`config.mk`:
```
export PLATFORM = sky130hd
export DESIGN_NAME = pkt_grant_mux_flat
export DESIGN_NICKNAME = d
export VERILOG_FILES = /design/src/rtl/pkt_grant_mux_if.sv /design/src/rtl/pkt_grant_mux.sv /design/src/flat_wrapper.sv
export SDC_FILE = /design/constraint.sdc
export NUM_CORES = 1
export LEC_CHECK = 0
export ABC_AREA = 1
export CORE_UTILIZATION = 25
export DETAILED_ROUTE_END_ITERATION = 12
export PLACE_DENSITY = 0.57
export SLEW_MARGIN = 15
export SYNTH_ARGS = -nofsm -noshare
export SYNTH_HDL_FRONTEND = slang
export SYNTH_SLANG_ARGS = --single-unit
```
`constraint.sdc`:
```
create_clock -name clk -period 1.4 [get_ports clk]
set_clock_uncertainty 0.15 [all_clocks]
set_input_delay 0.21 -clock clk [delete_from_list [all_inputs] [get_ports clk]]
set_output_delay 0.21 -clock clk [all_outputs]
set_load 0.03 [all_outputs]
```
`src/rtl/pkt_grant_mux_if.sv`:
```
`default_nettype none
// ---------------------------------------------------------------------------
// pkt_grant_mux_if : requester, arbiter and output bundle of pkt_grant_mux
// Revision: 1.0
// ---------------------------------------------------------------------------
interface pkt_grant_mux_if #(
  parameter int DATA_W = 8
);
  logic [3:0]          in_valid_i;
  logic [4*DATA_W-1:0] in_data_i;
  logic [3:0]          in_last_i;
  logic [3:0]          in_ready_o;
  logic [3:0]          arb_req_o;
  logic [3:0]          arb_gnt_i;
  logic                out_valid_o;
  logic [DATA_W-1:0]   out_data_o;
  logic                out_last_o;
  logic [1:0]          out_port_o;
  logic                out_ready_i;
  logic                busy_o;
  logic                gnt_err_o;

  // Mux side
  modport slave (
    input  in_valid_i, in_data_i, in_last_i, arb_gnt_i, out_ready_i,
    output in_ready_o, arb_req_o, out_valid_o, out_data_o, out_last_o,
           out_port_o, busy_o, gnt_err_o
  );

  // Requesters / arbiter / downstream side
  modport master (
    output in_valid_i, in_data_i, in_last_i, arb_gnt_i, out_ready_i,
    input  in_ready_o, arb_req_o, out_valid_o, out_data_o, out_last_o,
           out_port_o, busy_o, gnt_err_o
  );
endinterface
`default_nettype wire

```
`src/rtl/pkt_grant_mux.sv`:
```
`default_nettype none
// ---------------------------------------------------------------------------
// pkt_grant_mux : 4-port packet mux, locks onto an arbiter grant until last
// Revision: 1.0
// ---------------------------------------------------------------------------
module pkt_grant_mux #(
  parameter int DATA_W = 8
) (
  input  logic            clk,
  input  logic            reset,
  pkt_grant_mux_if.slave  bus
);

  localparam logic [0:0] ST_IDLE   = 1'b0;
  localparam logic [0:0] ST_LOCKED = 1'b1;

  logic [0:0]        state;
  logic [0:0]        state_nxt;
  logic [1:0]        lock_port;
  logic [1:0]        gnt_idx;
  logic              gnt_onehot;
  logic              gnt_legal;
  logic              slot_free;
  logic              accept;
  logic              sel_last;
  logic [DATA_W-1:0] sel_data;

  logic [3:0]        arb_req;
  logic [3:0]        in_ready;
  logic              busy;
  logic              gnt_err;

  logic              out_valid;
  logic [DATA_W-1:0] out_data;
  logic              out_last;
  logic [1:0]        out_port;

  // A grant is only honoured when exactly one bit is set and that port is valid
  assign gnt_onehot = (bus.arb_gnt_i != 4'b0000) &&
                      ((bus.arb_gnt_i & (bus.arb_gnt_i - 4'd1)) == 4'b0000);
  assign gnt_legal  = gnt_onehot && ((bus.arb_gnt_i & bus.in_valid_i) != 4'b0000);

  always_comb begin
    gnt_idx = 2'd0;
    case (bus.arb_gnt_i)
      4'b0010: gnt_idx = 2'd1;
      4'b0100: gnt_idx = 2'd2;
      4'b1000: gnt_idx = 2'd3;
      default: gnt_idx = 2'd0;
    endcase
  end

  assign slot_free = !out_valid || bus.out_ready_i;
  assign sel_data  = bus.in_data_i[lock_port*DATA_W +: DATA_W];
  assign sel_last  = bus.in_last_i[lock_port];
  assign accept    = (state == ST_LOCKED) && bus.in_valid_i[lock_port] && slot_free;

  // State register
  always_ff @(posedge clk or posedge reset) begin
    if (reset) begin
      state     <= ST_IDLE;
      lock_port <= 2'd0;
    end else begin
      state <= state_nxt;
      if (state == ST_IDLE && gnt_legal) begin
        lock_port <= gnt_idx;
      end
    end
  end

  // Next-state logic
  always_comb begin
    state_nxt = state;
    case (state)
      ST_IDLE: begin
        if (gnt_legal) begin
          state_nxt = ST_LOCKED;
        end
      end
      ST_LOCKED: begin
        if (accept && sel_last) begin
          state_nxt = ST_IDLE;
        end
      end
      default: state_nxt = ST_IDLE;
    endcase
  end

  // Output decode; requests are withheld while locked so the arbiter only
  // advances on real grant decisions.
  always_comb begin
    arb_req  = 4'b0000;
    in_ready = 4'b0000;
    busy     = 1'b0;
    gnt_err  = 1'b0;
    case (state)
      ST_IDLE: begin
        arb_req = bus.in_valid_i;
        gnt_err = (bus.arb_gnt_i != 4'b0000) && !gnt_legal && !reset;
      end
      ST_LOCKED: begin
        busy                = 1'b1;
        in_ready[lock_port] = slot_free;
      end
      default: begin
        busy = 1'b0;
      end
    endcase
  end

  // Output beat register: payload only changes when a new beat is taken
  always_ff @(posedge clk or posedge reset) begin
    if (reset) begin
      out_valid <= 1'b0;
      out_data  <= '0;
      out_last  <= 1'b0;
      out_port  <= 2'd0;
    end else if (accept) begin
      out_valid <= 1'b1;
      out_data  <= sel_data;
      out_last  <= sel_last;
      out_port  <= lock_port;
    end else if (bus.out_ready_i) begin
      out_valid <= 1'b0;
    end
  end

  assign bus.arb_req_o   = arb_req;
  assign bus.in_ready_o  = in_ready;
  assign bus.busy_o      = busy;
  assign bus.gnt_err_o   = gnt_err;
  assign bus.out_valid_o = out_valid;
  assign bus.out_data_o  = out_data;
  assign bus.out_last_o  = out_last;
  assign bus.out_port_o  = out_port;

endmodule
`default_nettype wire

```
`src/flat_wrapper.sv`:
```
// flat-port wrapper written by rule: the top's interface ports become plain ports
module pkt_grant_mux_flat 
#(
  parameter int DATA_W = 8
)
  (clk, reset, bus_in_valid_i, bus_in_data_i, bus_in_last_i, bus_arb_gnt_i, bus_out_ready_i, bus_in_ready_o, bus_arb_req_o, bus_out_valid_o, bus_out_data_o, bus_out_last_o, bus_out_port_o, bus_busy_o, bus_gnt_err_o);
  pkt_grant_mux_if #(.DATA_W(DATA_W)) bus_i ();
  input  logic clk;
  input  logic reset;
  input wire logic [$bits(bus_i.in_valid_i)-1:0] bus_in_valid_i;
  input wire logic [$bits(bus_i.in_data_i)-1:0] bus_in_data_i;
  input wire logic [$bits(bus_i.in_last_i)-1:0] bus_in_last_i;
  input wire logic [$bits(bus_i.arb_gnt_i)-1:0] bus_arb_gnt_i;
  input wire logic [$bits(bus_i.out_ready_i)-1:0] bus_out_ready_i;
  output wire logic [$bits(bus_i.in_ready_o)-1:0] bus_in_ready_o;
  output wire logic [$bits(bus_i.arb_req_o)-1:0] bus_arb_req_o;
  output wire logic [$bits(bus_i.out_valid_o)-1:0] bus_out_valid_o;
  output wire logic [$bits(bus_i.out_data_o)-1:0] bus_out_data_o;
  output wire logic [$bits(bus_i.out_last_o)-1:0] bus_out_last_o;
  output wire logic [$bits(bus_i.out_port_o)-1:0] bus_out_port_o;
  output wire logic [$bits(bus_i.busy_o)-1:0] bus_busy_o;
  output wire logic [$bits(bus_i.gnt_err_o)-1:0] bus_gnt_err_o;
  assign bus_i.in_valid_i = bus_in_valid_i;
  assign bus_i.in_data_i = bus_in_data_i;
  assign bus_i.in_last_i = bus_in_last_i;
  assign bus_i.arb_gnt_i = bus_arb_gnt_i;
  assign bus_i.out_ready_i = bus_out_ready_i;
  assign bus_in_ready_o = bus_i.in_ready_o;
  assign bus_arb_req_o = bus_i.arb_req_o;
  assign bus_out_valid_o = bus_i.out_valid_o;
  assign bus_out_data_o = bus_i.out_data_o;
  assign bus_out_last_o = bus_i.out_last_o;
  assign bus_out_port_o = bus_i.out_port_o;
  assign bus_busy_o = bus_i.busy_o;
  assign bus_gnt_err_o = bus_i.gnt_err_o;
  pkt_grant_mux #(.DATA_W(DATA_W)) u_core (.clk(clk), .reset(reset), .bus(bus_i));
endmodule
```
After elaboration in Yosys (flattened, before gate mapping)
Index checks and enable logic that the tools add are counted.
{ "classes": {"n_mux": 16, "n_bitwise": 4, "n_eq_ne": 3, "n_addsub": 1, "n_div": 0, "order_cmp": 2, "reduce_logical": 17, "multipliers": 0, "shifts": 1} }
{ "op_table": {"columns": ["op", "n"], "rows": [
  ["$shiftx A32 B6 Y8", 1],
  ["$and A4 B4 Y4", 3],
  ["$logic_and A1 B1 Y1", 9],
  ["$mux W1", 9],
  ["$mux W4", 2],
  ["$reduce_bool A4 Y1", 2],
  ["$pmux W2 S3", 1],
  ["$bmux W1 S2", 2],
  ["$eq A4 B2 Y1 const B", 1],
  ["$eq A4 B3 Y1 const B", 1],
  ["$eq A4 B4 Y1 const B", 1],
  ["$logic_not A4 Y1", 1],
  ["$sub A4 B1 Y4 const B", 1],
  ["$logic_not A1 Y1", 3],
  ["$lt A2 B3 Y1 const B", 1],
  ["$demux W1 S2", 1],
  ["$ge A2 B1 Y1 const B", 1],
  ["$pmux W1 S2", 1],
  ["$reduce_bool A2 Y1", 1],
  ["$logic_or A1 B1 Y1", 1],
  ["$not A1 Y1", 1]
]} }
{ "word_totals": {"ramBits": 0, "wordCells": 50, "ff_bits": 15, "latch_bits": 0, "mem_bits_ro": 0, "memories": 0, "output_inout_bits": 22} }

Longest topological paths before layout
Gate-level depths: netlist of run 1.
{ "logic_depth": {"depth_word": 9, "mapped_depth": 9} }

Least setup slack after synthesis of run 1
Ideal clock, no wire load.
{ "synth_path": {"kind": "register to output", "start": "register u_core.state", "end": "output bus_in_ready_o[0]", "path_buffers": 1, "setup_slack_ns": -0.728, "stages_incl_launch_ff": 6, "arrival_time_ns": 1.768, "cell_sequence": "dfrtp_1 inv_1 nor2_2 buf_4 inv_2 nor3_1"} }
{ "synth_between": {"elab_chain_cells": 1} }
{ "synth_lines": {"columns": ["element", "line_no", "text"], "rows": [
  ["start, declared", "pkt_grant_mux.sv:17", "logic [0:0] state;"],
  ["start signal, assigned", "pkt_grant_mux.sv:64", "state <= state_nxt;"],
  ["$mux W4", "pkt_grant_mux.sv:96", "case (state)"],
  ["end, declared", "flat_wrapper.sv:15", "output wire logic [$bits(bus_i.in_ready_o)-1:0] bus_in_ready_o;"]
]} }
No other way between the ends.

Worst setup path in the final report of run 1
{ "layout_path": {"start": "register u_core.out_valid, in the netlist u_core.bus.out_valid_o", "end": "output bus_in_ready_o[3]"} }
{ "layout_between": {"elab_chain_cells": 4} }
{ "layout_lines": {"columns": ["element", "line_no", "text"], "rows": [
  ["start, declared", "pkt_grant_mux.sv:33", "logic out_valid;"],
  ["start signal, assigned", "pkt_grant_mux.sv:114", "out_valid <= 1'b0;"],
  ["start signal, assigned", "pkt_grant_mux.sv:119", "out_valid <= 1'b1;"],
  ["start signal, assigned", "pkt_grant_mux.sv:124", "out_valid <= 1'b0;"],
  ["$logic_not A1 Y1", "pkt_grant_mux.sv:53", "assign slot_free = !out_valid || bus.out_ready_i;"],
  ["$logic_or A1 B1 Y1", "pkt_grant_mux.sv:53", null],
  ["$and A4 B4 Y4 (no line)", null, null],
  ["$mux W4", "pkt_grant_mux.sv:96", null]
]} }
No other way between the ends.

==> metrics.md, run 1 <==
| Metric | Value |
|---|---|
| Outcome | `finished with violations` |
| Failing checks | `negative setup slack` |
| # hold bufs at CTS | `0` |
| Syn. warnings | `0` |
| IO Port Bufs | `68` |
| Top FF cell, synth | `dfrtp_1` |
| P_sw | `1.90 mW` |
| Hold_sp | `bus_out_ready_i` |
| Per-cell routed wire length | `11.9 um` |
| Vias per Instance | `4.59` |
| Total wire length | `3510 um` |
| Max-slew violations | `0` |
| Pwr dens | `1820 mW/mm2` |
| Die W | `67.4 um` |
| Largest net degree at the start of global routing | `16` |
| CP arrival | `1220 ps` |
| Crit path kind | `reg -> out` |
| Syn Nets | `209` |
| Final Hold Fails | `0` |
| Count of mapped cells out of synthesis | `162` |
| Worst-path fanout max | `4` |
| First-pass GRT wire length | `5100 um` |
| Initial antenna violation count | `0` |
| HPWL Detailed | `2650 um` |
| RSZ-0062 raised after global routing | `true` |
| Synth cell types | `21` |
| Layout cell share with drive strength beyond 1 | `0.309` |
| Clock Path Buffers | `2` |
| Yosys reg bits | `15` |
| Io pins | `69` |
| Hold worst-path end | `u_core.bus.out_valid_o$_DFFE_PP0P_` |
| Number of synthesized flops with an enable pin | `0` |
| R2r setup slk | `-30 ps` |
| Clock share of power | `0.090` |
| Chip height | `67.4 um` |
| Sw Ratio | `0.493` |
| Max_cap viols | `0` |
| Ant. Diodes | `0` |
| Post-Place Cells | `286` |
| DR vias | `1358` |
| Post-synth top cells | `nand2_1, nand3_1, dfrtp_1, nand4_1` |
| Most frequent cell after synthesis | `nand2_1` |
| Hold depth | `2` |
| All-layer global routing usage | `0.147` |
| CTS Sinks | `15` |
| CTS tree | `yes` |
| Worst r2r path cells | `9` |
| Worst setup EP type | `primary output` |
| Area delta synth->final | `98.0%` |
| Tcrit/Tclk final | `1.13` |
| Dominant cells by area after synthesis | `dfrtp_1, nand3_1, nand2_1, nand4_1, inv_1` |
| Largest area contributor in the netlist | `dfrtp_1` |
| Area share of the largest cell type after synthesis | `0.351` |
| Setup violators final | `19` |
| Rows | `23` |
| Avg Cell Area, Syn | `6.60 um2` |
| Clock latency at the later pin of the worst-skew pair | `240 ps` |
| P_leak | `0.979 nW` |
| Layout Cells excl Fill | `296` |
| Worst r2r dst | `u_core.bus.out_data_o[2]$_DFFE_PP0P_` |
| Clock transition at the registers of the reported paths | `60 ps` |
| Flop pwr share | `0.195` |
| Hold crit path type | `in -> reg` |
| PnR worst setup slack | `-184 ps` |
| First-pass DRT Iterations | `4` |
| Die area | `0.00454 mm2` |
| Period minus WS final | `1580 ps` |
| CORE AREA | `0.00406 mm2` |
| Worst-Margin Slew | `301 ps` |
| Total global routing overflow | `0` |
| Slew HR | `0.800` |
| Nature of the critical path startpoint | `flop` |
| Routability congestion estimate | `0.693` |
| Starting density of the core | `0.263` |
| CTS Buf Count | `3` |
| Req. time, crit path | `1040 ps` |
| Post-DRT Antenna Nets | `0` |
| Ys async rst share | `1.00` |
| Power share of the combinational group | `0.715` |
| Achievable Freq | `631 MHz` |
| Worst flop-to-flop path startpoint | `u_core.lock_port[0]$_DFFE_PP0P_` |
| VDD IR-drop max | `0.644 mV` |
| Power Internal | `1.95 mW` |
| Total negative setup slack | `-1060 ps` |
| Post-synthesis sequential area ratio | `0.351` |
| Drt initial violations | `39` |
| H-Tree Depth | `1` |
| CTS root buf | `clkbuf_8` |
| Final net count | `294` |
| Vias in the first global route | `1200` |
| Mapped cell area | `0.00107 mm2` |
| DRC errors left | `0` |
final cells by class:
class                           instances  area (um2)
Multi-Input combinational cell        128         752
Inverter                               10        45.0
Clock buffer                            4        45.0
Timing Repair Buffer                   89         833
Fill cell                             398        1940
Sequential cell                        15         378
Tap cell                               50        62.6
worst max-delay path, cell delays in order, from the launching register on:
cell     delay (ps)
dfrtp_2         400
inv_2            60
nor2_2           40
nor2_4          140
inv_6            70
nor3_4          110
buf_6           150
state kept, by name (all words and copies together) (netlist names):
| name | cells |
|---|---|
| u_core.state | 1 |
| u_core.bus.out_last_o | 1 |
| u_core.bus.out_data_o | 8 |
| u_core.bus.out_valid_o | 1 |
| u_core.bus.out_port_o | 2 |
| u_core.lock_port | 2 |
layer usage:
metal / global-route usage / vias to the layer above / wire (um)
met5: 0 / - / 0
met4: 0.00798 / 0 / 0
met3: 0.0473 / 0 / 327
met2: 0.255 / 49 / 1600
met1: 0.185 / 592 / 1580
li1: - / 717 / -
what timing repair did:
| item | 4_1_cts | 5_1_grt |
|---|---|---|
| buffers inserted | 2 | 4 |
| resized for setup | 35 | 15 |
| cloned | 0 | 1 |
| endpoints found under the setup margin | 18 | 22 |
| pin swaps | 8 | 2 |
placed cells by master, fill, tap and decap left out, types with 4 or more instances in the layout:
| cell | count |
|---|---|
| nand2_1 | 45 |
| nand3_1 | 39 |
| clkdlybuf4s50_1 | 37 |
| buf_4 | 27 |
| dfrtp_1 | 13 |
| dlygate4sd2_1 | 12 |
| buf_6 | 12 |
| nand4_1 | 9 |
| nor2_4 | 5 |
| o21ai_1 | 5 |
| inv_1 | 5 |
| nand2_4 | 4 |
| nand2_2 | 4 |
| nand3_2 | 4 |
| nor3_4 | 4 |
power groups by stage:
stage	sequential [mW]	combinational (mW)	clock, mW
final	0.749	2.75	0.347
after global routing	0.775	2.98	0.379
after CTS	0.751	2.59	0.357
after detailed placement	0.757	2.45	0
after global placement	0.755	2.44	0
after floorplan	1.09	1.19	0
worst max path at each step:
stage,start,slack (ps),end,cells past startpoint
after floorplan,u_core.bus.out_valid_o$_DFFE_PP0P_,-200,bus_in_ready_o[0],6
after global routing,u_core.bus.out_valid_o$_DFFE_PP0P_,-270,bus_in_ready_o[0],6
after detailed placement,bus_out_ready_i,-280,bus_in_ready_o[0],6
after global placement,bus_out_ready_i,-280,bus_in_ready_o[0],6
after CTS,u_core.bus.out_valid_o$_DFFE_PP0P_,-210,bus_in_ready_o[3],6
final,u_core.bus.out_valid_o$_DFFE_PP0P_,-180,bus_in_ready_o[3],6
through the flow:
stage                util  area [um2]  setup WS, ps  total power [mW]  hold slack [ps]
floorplan               -        1130          -196              2.28            -30.3
global placement    0.468        1900          -280              3.20              319
detailed placement  0.468        1900          -283              3.21              319
CTS                 0.500        2030          -205              3.70              147
global route        0.521        2120          -274              4.13              145
finish              0.521        2120          -184              3.85              151
logic make-up after synthesis:
logic type      share of synthesized area
simple gates                        0.534
flops                               0.351
compound gates                     0.0281
buf+inv                            0.0866
No activity file was read; power rests on OpenSTA's default activity.
==> run 2: changes to the inputs <==
--- a/config.mk
+++ b/config.mk
@@ -8,6 +8,7 @@
 export ABC_AREA = 1
 export CORE_UTILIZATION = 25
 export DETAILED_ROUTE_END_ITERATION = 12
+export GPL_TIMING_DRIVEN = 1
 export PLACE_DENSITY = 0.57
 export SLEW_MARGIN = 15
 export SYNTH_ARGS = -nofsm -noshare
==> constraint.sdc (replaced) <==
create_clock -name clk -period 1.4 [get_ports clk]
set_clock_uncertainty 0.15 [all_clocks]
set_input_delay 0.28 -clock clk [delete_from_list [all_inputs] [get_ports clk]]
set_output_delay 0.28 -clock clk [all_outputs]
set_load 0.03 [all_outputs]
==> metrics.md, run 2 (synthesis results as in run 1) <==
| Metric | Value |
|---|---|
| Hold crit path type | `in -> async` |
| Vias in the first global route | `1305 (+8.8%)` |
| CP arrival | `1230 ps (about the same)` |
| Layout Cells excl Fill | `291 (-1.7%)` |
| Failing checks | `negative setup slack` |
| Max-slew violations | `0 (unchanged)` |
| CTS tree | `yes` |
| Worst-Margin Slew | `246 ps (-55.0 ps)` |
| HPWL Detailed | `2750 um (+3.7%)` |
| Initial antenna violation count | `0 (unchanged)` |
| All-layer global routing usage | `0.165 (+0.0176)` |
| Most frequent cells in the layout | `nand2_1, clkdlybuf4s50_1, nand3_1` |
| Commonest non-fill, non-tap cell in the layout | `nand2_1` |
| DP Worst Slack | `-423 ps (-139 ps)` |
| RSZ-0062 raised after global routing | `true` |
| Post-Place Cells | `284 (-0.70%)` |
| Die W | `67.4 um (unchanged)` |
| Final hold slack | `88.2 ps (-63.3 ps)` |
| Clock Path Buffers | `2 (unchanged)` |
| Worst stage delay on the critical path | `410 ps (about the same)` |
| DRC errors left | `0 (unchanged)` |
| Cell chain of the critical path | `inv_2 > nor2_2 > nor2_4 > inv_6 > nor3_4 > buf_6` |
| PnR worst setup slack | `-263 ps (-79.8 ps)` |
| Slew HR | `0.836 (+0.0359)` |
| CTS Buf Count | `3 (unchanged)` |
| Total negative setup slack | `-1880 ps (-821 ps)` |
| Max reg flops | `8 (unchanged)` |
| Period minus WS final | `1660 ps (+79.8 ps)` |
| Final Util | `0.546 (+0.0247)` |
| Starting density of the core | `0.263 (unchanged)` |
| Total wire length | `3530 um (+0.66%)` |
| Post-DRT Antenna Nets | `0 (unchanged)` |
| Final net count | `289 (-1.7%)` |
| Clock latency at the later pin of the worst-skew pair | `240 ps (about the same)` |
| Largest net degree at the start of global routing | `16 (unchanged)` |
| Area delta synth->final | `107%` |
| Req. time, crit path | `970 ps (-70 ps)` |
| Clock transition at the registers of the reported paths | `60 ps (about the same)` |
| Ant. Diodes | `0 (unchanged)` |
| CTS Sinks | `15 (unchanged)` |
| Nature of the critical path startpoint | `flop` |
| Vias per Instance | `4.79 (+4.3%)` |
| P_leak | `0.976 nW (-0.33%)` |
| Placed Area | `0.00191 mm2 (+0.72%)` |
| Tcrit/Tclk final | `1.19 (+0.0570)` |
| DR vias | `1393 (+2.6%)` |
| Rows | `23 (unchanged)` |
| Routability congestion estimate | `0.743 (+7.1%)` |
| Io pins | `69 (unchanged)` |
| Die area | `0.00454 mm2 (unchanged)` |
| IO Port Bufs | `68 (unchanged)` |
| Max_cap viols | `0 (unchanged)` |
| Pwr dens | `1850 mW/mm2 (+1.7%)` |
| CTS root buf | `clkbuf_8` |
| Chip height | `67.4 um (unchanged)` |
| First-pass DRT Iterations | `4 (unchanged)` |
| Outcome | `finished with violations` |
| Total global routing overflow | `0 (unchanged)` |
| Achievable Freq | `601 MHz (-4.8%)` |
| Drt initial violations | `49 (+26%)` |
| Setup violators final | `19 (unchanged)` |
| Crit path kind | `reg -> out` |
| Layout cell share with drive strength beyond 1 | `0.390 (+0.0811)` |
| Final Hold Fails | `0 (unchanged)` |
| Worst setup EP type | `primary output` |
| Per-cell routed wire length | `12.1 um (+2.4%)` |
| H-Tree Depth | `1 (unchanged)` |
| CORE AREA | `0.00406 mm2 (unchanged)` |
| PnR Total Power | `4.10 mW (+6.5%)` |
| CP max-delay cell | `dfrtp_2` |
| Worst-path fanout max | `4 (unchanged)` |
| VDD IR-drop max | `0.691 mV (+7.3%)` |
| Design area | `0.00222 mm2 (+4.7%)` |
| First-pass GRT wire length | `5570 um (+9.2%)` |
run 2: cell types whose count changed in the layout (fill, tap and decap cells not counted), sizes merged:
| cell | delta |
|---|---|
| buf | -2 |
| clkbuf | +1 |
| clkdlybuf4s15 | +7 |
| clkdlybuf4s50 | -1 |
| clkinvlp | +1 |
| dlygate4sd2 | -10 |
| inv | -1 |
run 2: path summary, 6_finish.rpt:
path,start,end,slack [ps],depth (start not counted)
worst max-delay path,u_core.bus.out_valid_o$_DFFE_PP0P_,bus_in_ready_o[2],-260,6
worst min-delay path,reset,u_core.state$_DFF_PP0_,90,3
min in group clk,bus_out_ready_i,u_core.bus.out_valid_o$_DFFE_PP0P_,220,2
worst min register to register,u_core.bus.out_data_o[2]$_DFFE_PP0P_,u_core.bus.out_data_o[2]$_DFFE_PP0P_,320,2
worst max register to register,u_core.bus.out_valid_o$_DFFE_PP0P_,u_core.bus.out_port_o[1]$_DFFE_PP0P_,-20,7
max in group asynchronous,reset,u_core.bus.out_valid_o$_DFFE_PP0P_,830,3
run 2: report_power, final:
group          switching, mW  internal, mW  total, mW
sequential             0.137         0.630      0.766
clock                  0.148         0.201      0.350
combinational           1.76          1.23       2.98
run 2: layout make-up:
cell class	instances	area (um2)
Clock buffer	4	45.0
Fill cell	388	1840
Inverter	10	51.3
Multi-Input combinational cell	128	845
Sequential cell	15	378
Tap cell	50	62.6
Timing Repair Buffer	84	835
run 2: what timing repair did:
item | in CTS | in global routing
endpoints found under the setup margin | 25 | 23
hold buffers | 0 | 0
setup buffers | 1 | 4
gates resized for setup | 53 | 27
gates cloned | 1 | 0
pin swaps | 9 | 12
run 2: critical path, delay by kind of cell, from the launching register on:
family                 cells  cell delay, ps
buffers and inverters      3             280
flip-flops                 1             410
AND/OR/NAND/NOR            3             290
run 2: metal layers:
metal	vias up	track usage	routed length (um)
met5	-	0	0
met4	0	0.0505	49
met3	6	0.0591	343
met2	56	0.295	1700
met1	620	0.179	1440
li1	711	-	-
==> run 3: changes to the inputs <==
==> constraint.sdc (replaced) <==
create_clock -name clk -period 1.4 [get_ports clk]
set_clock_uncertainty 0.15 [all_clocks]
set_input_delay 0.21 -clock clk [delete_from_list [all_inputs] [get_ports clk]]
set_output_delay 0.21 -clock clk [all_outputs]
set_load 0.03 [all_outputs]
==> results of run 3 <==
No change in the layout: final DEF, timing and power equal those of run 1.
